==> config.mk <==
export PLATFORM = sky130hd
export DESIGN_NAME = ram_port_arbiter_flat
export DESIGN_NICKNAME = d
export VERILOG_FILES = /design/src/rtl/ram_port_arbiter_if.sv /design/src/rtl/ram_port_arbiter.sv /design/src/flat_wrapper.sv
export SDC_FILE = /design/constraint.sdc
export NUM_CORES = 1
export LEC_CHECK = 0
export CAP_MARGIN = 30
export CORE_MARGIN = 3
export CORE_UTILIZATION = 43
export DETAILED_ROUTE_END_ITERATION = 6
export PLACE_DENSITY_LB_ADDON = 0.25
export SETUP_SLACK_MARGIN = 0.3
export SYNTH_ARGS = -nofsm -noshare
export SYNTH_HDL_FRONTEND = slang
export SYNTH_SLANG_ARGS = --single-unit
==> constraint.sdc <==
create_clock -name clk -period 4.86 [get_ports clk]
set_input_delay 1.215 -clock clk [delete_from_list [all_inputs] [get_ports clk]]
set_output_delay 1.215 -clock clk [all_outputs]
set_load 0.02 [all_outputs]
==> src/rtl/ram_port_arbiter_if.sv <==
// Client handshake and RAM-side bus bundle for the two-client single-port RAM arbiter.
// The slave modport is the arbiter's view; master is the clients plus the RAM.
interface ram_port_arbiter_if #(
    parameter int ADDR_WIDTH = 16,
    parameter int DATA_WIDTH = 32
);
    logic                  m0_req;
    logic                  m0_we;
    logic [ADDR_WIDTH-1:0] m0_addr;
    logic [DATA_WIDTH-1:0] m0_wdata;
    logic                  m0_gnt;
    logic                  m0_rvalid;
    logic [DATA_WIDTH-1:0] m0_rdata;

    logic                  m1_req;
    logic                  m1_we;
    logic [ADDR_WIDTH-1:0] m1_addr;
    logic [DATA_WIDTH-1:0] m1_wdata;
    logic                  m1_gnt;
    logic                  m1_rvalid;
    logic [DATA_WIDTH-1:0] m1_rdata;

    logic [ADDR_WIDTH-1:0] ram_addr;
    logic                  ram_cs_n;
    logic                  ram_we_n;
    logic                  ram_oe;
    logic [DATA_WIDTH-1:0] ram_wdata;
    logic                  ram_wdata_en;
    logic [DATA_WIDTH-1:0] ram_rdata;
    logic                  busy;

    modport slave (
        input  m0_req, m0_we, m0_addr, m0_wdata,
        output m0_gnt, m0_rvalid, m0_rdata,
        input  m1_req, m1_we, m1_addr, m1_wdata,
        output m1_gnt, m1_rvalid, m1_rdata,
        output ram_addr, ram_cs_n, ram_we_n, ram_oe, ram_wdata, ram_wdata_en,
        input  ram_rdata,
        output busy
    );

    modport master (
        output m0_req, m0_we, m0_addr, m0_wdata,
        input  m0_gnt, m0_rvalid, m0_rdata,
        output m1_req, m1_we, m1_addr, m1_wdata,
        input  m1_gnt, m1_rvalid, m1_rdata,
        input  ram_addr, ram_cs_n, ram_we_n, ram_oe, ram_wdata, ram_wdata_en,
        output ram_rdata,
        input  busy
    );
endinterface

==> src/rtl/ram_port_arbiter.sv <==
// Round-robin arbiter/sequencer turning two client req/gnt/rvalid ports into
// single-port RAM cycles: write = IDLE->ACCESS, read = IDLE->ACCESS->RD_WAIT.

// Per-client read-return register: captures RAM data and pulses rvalid.
module ram_port_arbiter_rport #(
    parameter int DATA_WIDTH = 32
) (
    input  logic                  clk,
    input  logic                  rst,
    input  logic                  cap_i,
    input  logic [DATA_WIDTH-1:0] rdata_i,
    output logic                  rvalid_o,
    output logic [DATA_WIDTH-1:0] rdata_o
);
    logic                  rvalid_q;
    logic [DATA_WIDTH-1:0] rdata_q;

    always_ff @(posedge clk) begin
        if (rst) begin
            rvalid_q <= 1'b0;
            rdata_q  <= '0;
        end else begin
            rvalid_q <= cap_i;
            if (cap_i) rdata_q <= rdata_i;
        end
    end

    assign rvalid_o = rvalid_q;
    assign rdata_o  = rdata_q;
endmodule

module ram_port_arbiter #(
    parameter int ADDR_WIDTH = 16,
    parameter int DATA_WIDTH = 32
) (
    input  logic                clk,
    input  logic                rst,
    ram_port_arbiter_if.slave   bus
);
    localparam int NUM_CLIENTS = 2;

    typedef enum logic [1:0] {IDLE, ACCESS, RD_WAIT} state_t;

    typedef struct packed {
        logic                  we;
        logic [ADDR_WIDTH-1:0] addr;
        logic [DATA_WIDTH-1:0] wdata;
    } req_t;

    logic [NUM_CLIENTS-1:0] req;
    req_t [NUM_CLIENTS-1:0] creq;

    assign req     = {bus.m1_req, bus.m0_req};
    assign creq[0] = '{we: bus.m0_we, addr: bus.m0_addr, wdata: bus.m0_wdata};
    assign creq[1] = '{we: bus.m1_we, addr: bus.m1_addr, wdata: bus.m1_wdata};

    state_t                 state_q;
    logic                   prio_q;
    logic                   win_q;
    logic                   win_d;
    req_t                   cur_q;
    logic [NUM_CLIENTS-1:0] gnt_q;
    logic [ADDR_WIDTH-1:0]  ram_addr_q;
    logic [DATA_WIDTH-1:0]  ram_wdata_q;
    logic                   ram_cs_n_q;
    logic                   ram_we_n_q;
    logic                   ram_oe_q;
    logic                   ram_wdata_en_q;
    logic                   busy_q;

    // A lone requester wins outright; prio only breaks ties.
    always_comb begin
        win_d = req[1];
        if (&req) win_d = prio_q;
    end

    always_ff @(posedge clk) begin
        if (rst) begin
            state_q        <= IDLE;
            prio_q         <= 1'b0;
            win_q          <= 1'b0;
            cur_q          <= '0;
            gnt_q          <= '0;
            ram_addr_q     <= '0;
            ram_wdata_q    <= '0;
            ram_cs_n_q     <= 1'b1;
            ram_we_n_q     <= 1'b1;
            ram_oe_q       <= 1'b0;
            ram_wdata_en_q <= 1'b0;
            busy_q         <= 1'b0;
        end else begin
            gnt_q          <= '0;
            ram_cs_n_q     <= 1'b1;
            ram_we_n_q     <= 1'b1;
            ram_oe_q       <= 1'b0;
            ram_wdata_en_q <= 1'b0;
            case (state_q)
                IDLE: begin
                    if (|req) begin
                        // Outputs for the ACCESS cycle are set up here so they are registered.
                        state_q       <= ACCESS;
                        win_q         <= win_d;
                        cur_q         <= creq[win_d];
                        prio_q        <= ~win_d;
                        gnt_q[win_d]  <= 1'b1;
                        ram_cs_n_q    <= 1'b0;
                        ram_addr_q    <= creq[win_d].addr;
                        busy_q        <= 1'b1;
                        if (creq[win_d].we) begin
                            ram_we_n_q     <= 1'b0;
                            ram_wdata_en_q <= 1'b1;
                            ram_wdata_q    <= creq[win_d].wdata;
                        end
                    end
                end
                ACCESS: begin
                    if (cur_q.we) begin
                        state_q <= IDLE;
                        busy_q  <= 1'b0;
                    end else begin
                        state_q    <= RD_WAIT;
                        ram_cs_n_q <= 1'b0;
                        ram_oe_q   <= 1'b1;
                    end
                end
                RD_WAIT: begin
                    state_q <= IDLE;
                    busy_q  <= 1'b0;
                end
                default: begin
                    state_q <= IDLE;
                    busy_q  <= 1'b0;
                end
            endcase
        end
    end

    logic [NUM_CLIENTS-1:0]                 rvalid;
    logic [NUM_CLIENTS-1:0][DATA_WIDTH-1:0] rdata;

    // Data on the RAM bus is captured at the end of RD_WAIT into the winner only.
    for (genvar i = 0; i < NUM_CLIENTS; i++) begin : g_rport
        ram_port_arbiter_rport #(.DATA_WIDTH(DATA_WIDTH)) u_rport (
            .clk      (clk),
            .rst      (rst),
            .cap_i    ((state_q == RD_WAIT) && (win_q == 1'(i))),
            .rdata_i  (bus.ram_rdata),
            .rvalid_o (rvalid[i]),
            .rdata_o  (rdata[i])
        );
    end

    assign bus.m0_gnt       = gnt_q[0];
    assign bus.m1_gnt       = gnt_q[1];
    assign bus.m0_rvalid    = rvalid[0];
    assign bus.m1_rvalid    = rvalid[1];
    assign bus.m0_rdata     = rdata[0];
    assign bus.m1_rdata     = rdata[1];
    assign bus.ram_addr     = ram_addr_q;
    assign bus.ram_cs_n     = ram_cs_n_q;
    assign bus.ram_we_n     = ram_we_n_q;
    assign bus.ram_oe       = ram_oe_q;
    assign bus.ram_wdata    = ram_wdata_q;
    assign bus.ram_wdata_en = ram_wdata_en_q;
    assign bus.busy         = busy_q;
endmodule

==> src/flat_wrapper.sv <==
// flat-port wrapper written by rule: the top's interface ports become plain ports
module ram_port_arbiter_flat 
#(
    parameter int ADDR_WIDTH = 16,
    parameter int DATA_WIDTH = 32
)
  (clk, rst, bus_m0_req, bus_m0_we, bus_m0_addr, bus_m0_wdata, bus_m0_gnt, bus_m0_rvalid, bus_m0_rdata, bus_m1_req, bus_m1_we, bus_m1_addr, bus_m1_wdata, bus_m1_gnt, bus_m1_rvalid, bus_m1_rdata, bus_ram_addr, bus_ram_cs_n, bus_ram_we_n, bus_ram_oe, bus_ram_wdata, bus_ram_wdata_en, bus_ram_rdata, bus_busy);
  ram_port_arbiter_if #(.ADDR_WIDTH(ADDR_WIDTH), .DATA_WIDTH(DATA_WIDTH)) bus_i ();
  input  logic clk;
  input  logic rst;
  input wire logic [$bits(bus_i.m0_req)-1:0] bus_m0_req;
  input wire logic [$bits(bus_i.m0_we)-1:0] bus_m0_we;
  input wire logic [$bits(bus_i.m0_addr)-1:0] bus_m0_addr;
  input wire logic [$bits(bus_i.m0_wdata)-1:0] bus_m0_wdata;
  output wire logic [$bits(bus_i.m0_gnt)-1:0] bus_m0_gnt;
  output wire logic [$bits(bus_i.m0_rvalid)-1:0] bus_m0_rvalid;
  output wire logic [$bits(bus_i.m0_rdata)-1:0] bus_m0_rdata;
  input wire logic [$bits(bus_i.m1_req)-1:0] bus_m1_req;
  input wire logic [$bits(bus_i.m1_we)-1:0] bus_m1_we;
  input wire logic [$bits(bus_i.m1_addr)-1:0] bus_m1_addr;
  input wire logic [$bits(bus_i.m1_wdata)-1:0] bus_m1_wdata;
  output wire logic [$bits(bus_i.m1_gnt)-1:0] bus_m1_gnt;
  output wire logic [$bits(bus_i.m1_rvalid)-1:0] bus_m1_rvalid;
  output wire logic [$bits(bus_i.m1_rdata)-1:0] bus_m1_rdata;
  output wire logic [$bits(bus_i.ram_addr)-1:0] bus_ram_addr;
  output wire logic [$bits(bus_i.ram_cs_n)-1:0] bus_ram_cs_n;
  output wire logic [$bits(bus_i.ram_we_n)-1:0] bus_ram_we_n;
  output wire logic [$bits(bus_i.ram_oe)-1:0] bus_ram_oe;
  output wire logic [$bits(bus_i.ram_wdata)-1:0] bus_ram_wdata;
  output wire logic [$bits(bus_i.ram_wdata_en)-1:0] bus_ram_wdata_en;
  input wire logic [$bits(bus_i.ram_rdata)-1:0] bus_ram_rdata;
  output wire logic [$bits(bus_i.busy)-1:0] bus_busy;
  assign bus_i.m0_req = bus_m0_req;
  assign bus_i.m0_we = bus_m0_we;
  assign bus_i.m0_addr = bus_m0_addr;
  assign bus_i.m0_wdata = bus_m0_wdata;
  assign bus_m0_gnt = bus_i.m0_gnt;
  assign bus_m0_rvalid = bus_i.m0_rvalid;
  assign bus_m0_rdata = bus_i.m0_rdata;
  assign bus_i.m1_req = bus_m1_req;
  assign bus_i.m1_we = bus_m1_we;
  assign bus_i.m1_addr = bus_m1_addr;
  assign bus_i.m1_wdata = bus_m1_wdata;
  assign bus_m1_gnt = bus_i.m1_gnt;
  assign bus_m1_rvalid = bus_i.m1_rvalid;
  assign bus_m1_rdata = bus_i.m1_rdata;
  assign bus_ram_addr = bus_i.ram_addr;
  assign bus_ram_cs_n = bus_i.ram_cs_n;
  assign bus_ram_we_n = bus_i.ram_we_n;
  assign bus_ram_oe = bus_i.ram_oe;
  assign bus_ram_wdata = bus_i.ram_wdata;
  assign bus_ram_wdata_en = bus_i.ram_wdata_en;
  assign bus_i.ram_rdata = bus_ram_rdata;
  assign bus_busy = bus_i.busy;
  ram_port_arbiter #(.ADDR_WIDTH(ADDR_WIDTH), .DATA_WIDTH(DATA_WIDTH)) u_core (.clk(clk), .rst(rst), .bus(bus_i));
endmodule
==> impl_metrics.ini <==
[sta]
fmax_mhz = 276
min_period_over_period = 0.745
setup_viol = 0
maxSlewViolCount = 0
fin_setup_tns_ns = 0
grt_setup_unrepaired = false
hold_violations = 0
fin_skew_ns = 0.00523
worst_pin_slew_ns = 0.924
slew_headroom = 0.384
period_minus_slack_ns = 3.62
fin_ws_ns = 1.24
hold_ws_ns = 0.452

[synthesis]
synth_top_area_share = 0.506
synthCells = 572
synth.area.top_cells = dfxtp_1, nand2_1, a311oi_2, a21oi_1, nor3_1
ys_ff_latch = 126
synth.net_count = 706
synth_seq_area_share = 0.506
synth_warnings = 0
syn-cell-area_um2 = 4980
syn_avg_cell_area_um2 = 8.71
yosysTopAreaCell = dfxtp_1
synth_cell_type_count = 31

[critical_path]
startpoint_type = primary input
crit_start = bus_m0_req
required_ns = 5.08
cp-end-kind = flip-flop
crit_end = u_core.bus.ram_wdata[2]$_SDFFE_PP0P_
r2r_start = u_core.prio_q$_SDFFE_PP0P_
worstReg2RegEnd = u_core.bus.ram_wdata[2]$_SDFFE_PP0P_
crit_fanout = 34
critical_path_class = primary input to flip-flop
critPathArrivalTime_ns = 3.84
critPathSlowestCell = or2_2
cp_cell_sequence = clkdlybuf4s50_1 -> nand2b_1 -> a211oi_4 -> buf_4 -> or2_2 -> a311oi_2
r2r_slack_ns = 2.21
worst_r2r_path_depth = 5
worst_path_largest_cell_delay_ns = 0.80

[grt]
gr-total-overflow = 0
grt_max_degree = 68
grt_pass1_vias = 5183
grt_pass1_wl_um = 25500
grt_usage = 0.246
antenna_found_initial = 0

[finish]
fillers = 817
drive_gt1_frac = 0.0961
layout.nets = 933
register_area_um2 = 2520
multiInputGateArea_um2 = 2190
syn_to_final_growth_pct = 62.7
n_antenna_cell = 0
fin_area_um2 = 8110

[clocking]
clk_pin_slew_ns = 0.05
ctsHoldBuffers = 0
clockBufferDepth = 2
cts-root-buf = clkbuf_16
h-tree-depth = 4
cts_setup_buffers = 0
cts.sinks = 126
cts-buffers-inserted = 17
cts_tree = yes
worst_skew_pair.late_latency_ns = 0.40
ctsResizeCount = 0

[drt]
drc_errors = 0
wl_per_cell_um = 17.0
viasPerCell = 5.45
drt_pass1_iterations = 5
totalWireLength_um = 16200
drtIter0Drc = 407
ant_nets = 0
vias = 5187

[placement]
place_area_um2 = 7490
gp_congestion = 0.814
hpwl_um = 11200
portBuffers = 254
place_ws_ns = 0.871

[floorplanning]
die_width_um = 114
die-area_um2 = 12900
die_height_um = 114
start_util = 0.450
fp.coreArea_um2 = 11100
ios = 255
num_rows = 38

[power_and_ir_drop]
power_density_nw_per_um2 = 358
max-vdd-ir-drop_mv = 0.210
power_leakage_nw = 2.85

[min_path]
hold_depth = 2
min_from = u_core.g_rport[0].u_rport.rdata_o[15]$_SDFFE_PP0P_
hold_path_class = flip-flop to flip-flop

[flow_run]
drv_cap = 0

[outcome]
status = finished clean
flip-flops by register name, summed over array words and instances, names as in the netlist:
name / count
u_core.g_rport.u_rport.rdata_o: 64
u_core.state_q: 2
u_core.bus.ram_wdata_en: 1
u_core.bus.ram_oe: 1
u_core.cur_q: 1
u_core.bus.ram_addr: 16
u_core.bus.ram_we_n: 1
u_core.gnt_q: 2
u_core.bus.busy: 1
u_core.win_q: 1
u_core.bus.ram_cs_n: 1
u_core.prio_q: 1
u_core.bus.ram_wdata: 32
u_core.g_rport.u_rport.rvalid_o: 2
metrics by stage:
stage | total power, mW | cells | util
2_1_floorplan | 1.42 | 572 | -
3_3_place_gp | 1.67 | 919 | 0.677
3_5_place_dp | 1.69 | 919 | 0.677
4_1_cts | 2.91 | 951 | 0.729
5_1_grt | 3.00 | 952 | 0.732
6_report | 2.91 | 952 | 0.732
power breakdown:
group          internal [mW]  switching (mW)
sequential              1.10          0.0387
clock                  0.790           0.441
combinational          0.272           0.268
layout by cell type (no fill, tap or decap), types with 9 or more instances in the layout:
cell,synthesis,layout
clkdlybuf4s50_1,0,253
nand2_1,165,165
dfxtp_1,126,126
a21oi_1,66,66
nor3_1,33,33
nand3_1,32,32
a311oi_2,30,30
nor2_1,18,18
clkbuf_16,0,17
a222oi_1,9,9
buf_4,3,9
how the worst min path moves through the flow:
stage | end | slack (ns)
after global placement | u_core.g_rport[0].u_rport.rdata_o[3]$_SDFFE_PP0P_ | 0.44
after CTS | u_core.g_rport[1].u_rport.rdata_o[16]$_SDFFE_PP0P_ | 0.45
after floorplan | u_core.bus.ram_oe$_SDFF_PP0_ | 0.45
after detailed placement | u_core.g_rport[1].u_rport.rdata_o[16]$_SDFFE_PP0P_ | 0.45
final | u_core.g_rport[0].u_rport.rdata_o[15]$_SDFFE_PP0P_ | 0.45
after global routing | u_core.g_rport[1].u_rport.rdata_o[14]$_SDFFE_PP0P_ | 0.48
layout make-up:
class	instances	area share
timing repair buffer	263	0.324
sequential	126	0.311
multi-input combinational	390	0.271
clock buffer	21	0.0580
tap	140	0.0216
clock inverter	11	0.0142
inverter	1	0.000463
synth_stat cells:
library cell and number:
nand2_1 165, dfxtp_1 126, a21oi_1 66, clkbuf_1 41, nor3_1 33, nand3_1 32
a311oi_2 30, nor2_1 18, a222oi_1 9, a221o_1 7, and2_1 7, buf_6 6
buf_2 5, buf_4 3, nor2b_1 3, a21o_1 2, a311oi_1 2, nand2b_1 2
nor4b_1 2, or2_1 2, a211oi_4 1, and3_1 1, and3b_1 1, and4_4 1
inv_1 1, nand3b_1 1, nor3_2 1, nor3b_1 1, nor4_2 1, o21ai_0 1
or3b_2 1
metal layers:
layer,global-route usage,vias to the layer above,wire [um]
li1,-,2447,-
met1,0.284,2463,6230
met2,0.434,249,8080
met3,0.0637,28,1530
met4,0.0929,0,350
met5,0,-,0
cell families (layout without fill, tap and decap cells):
logic type | after synthesis | in the layout | share of synthesized area
buf+inv | 56 | 296 | 0.0547
compound gates | 118 | 118 | 0.200
simple gates | 272 | 272 | 0.239
flops | 126 | 126 | 0.506
worst max-delay path, delay by kind of cell:
family                 cells  cell delay (ns)
AOI/OAI and AO/OA          2             0.57
buffers and inverters      2             0.91
and+or+nand+nor            2             1.12
(Power assumes the default switching activity.)
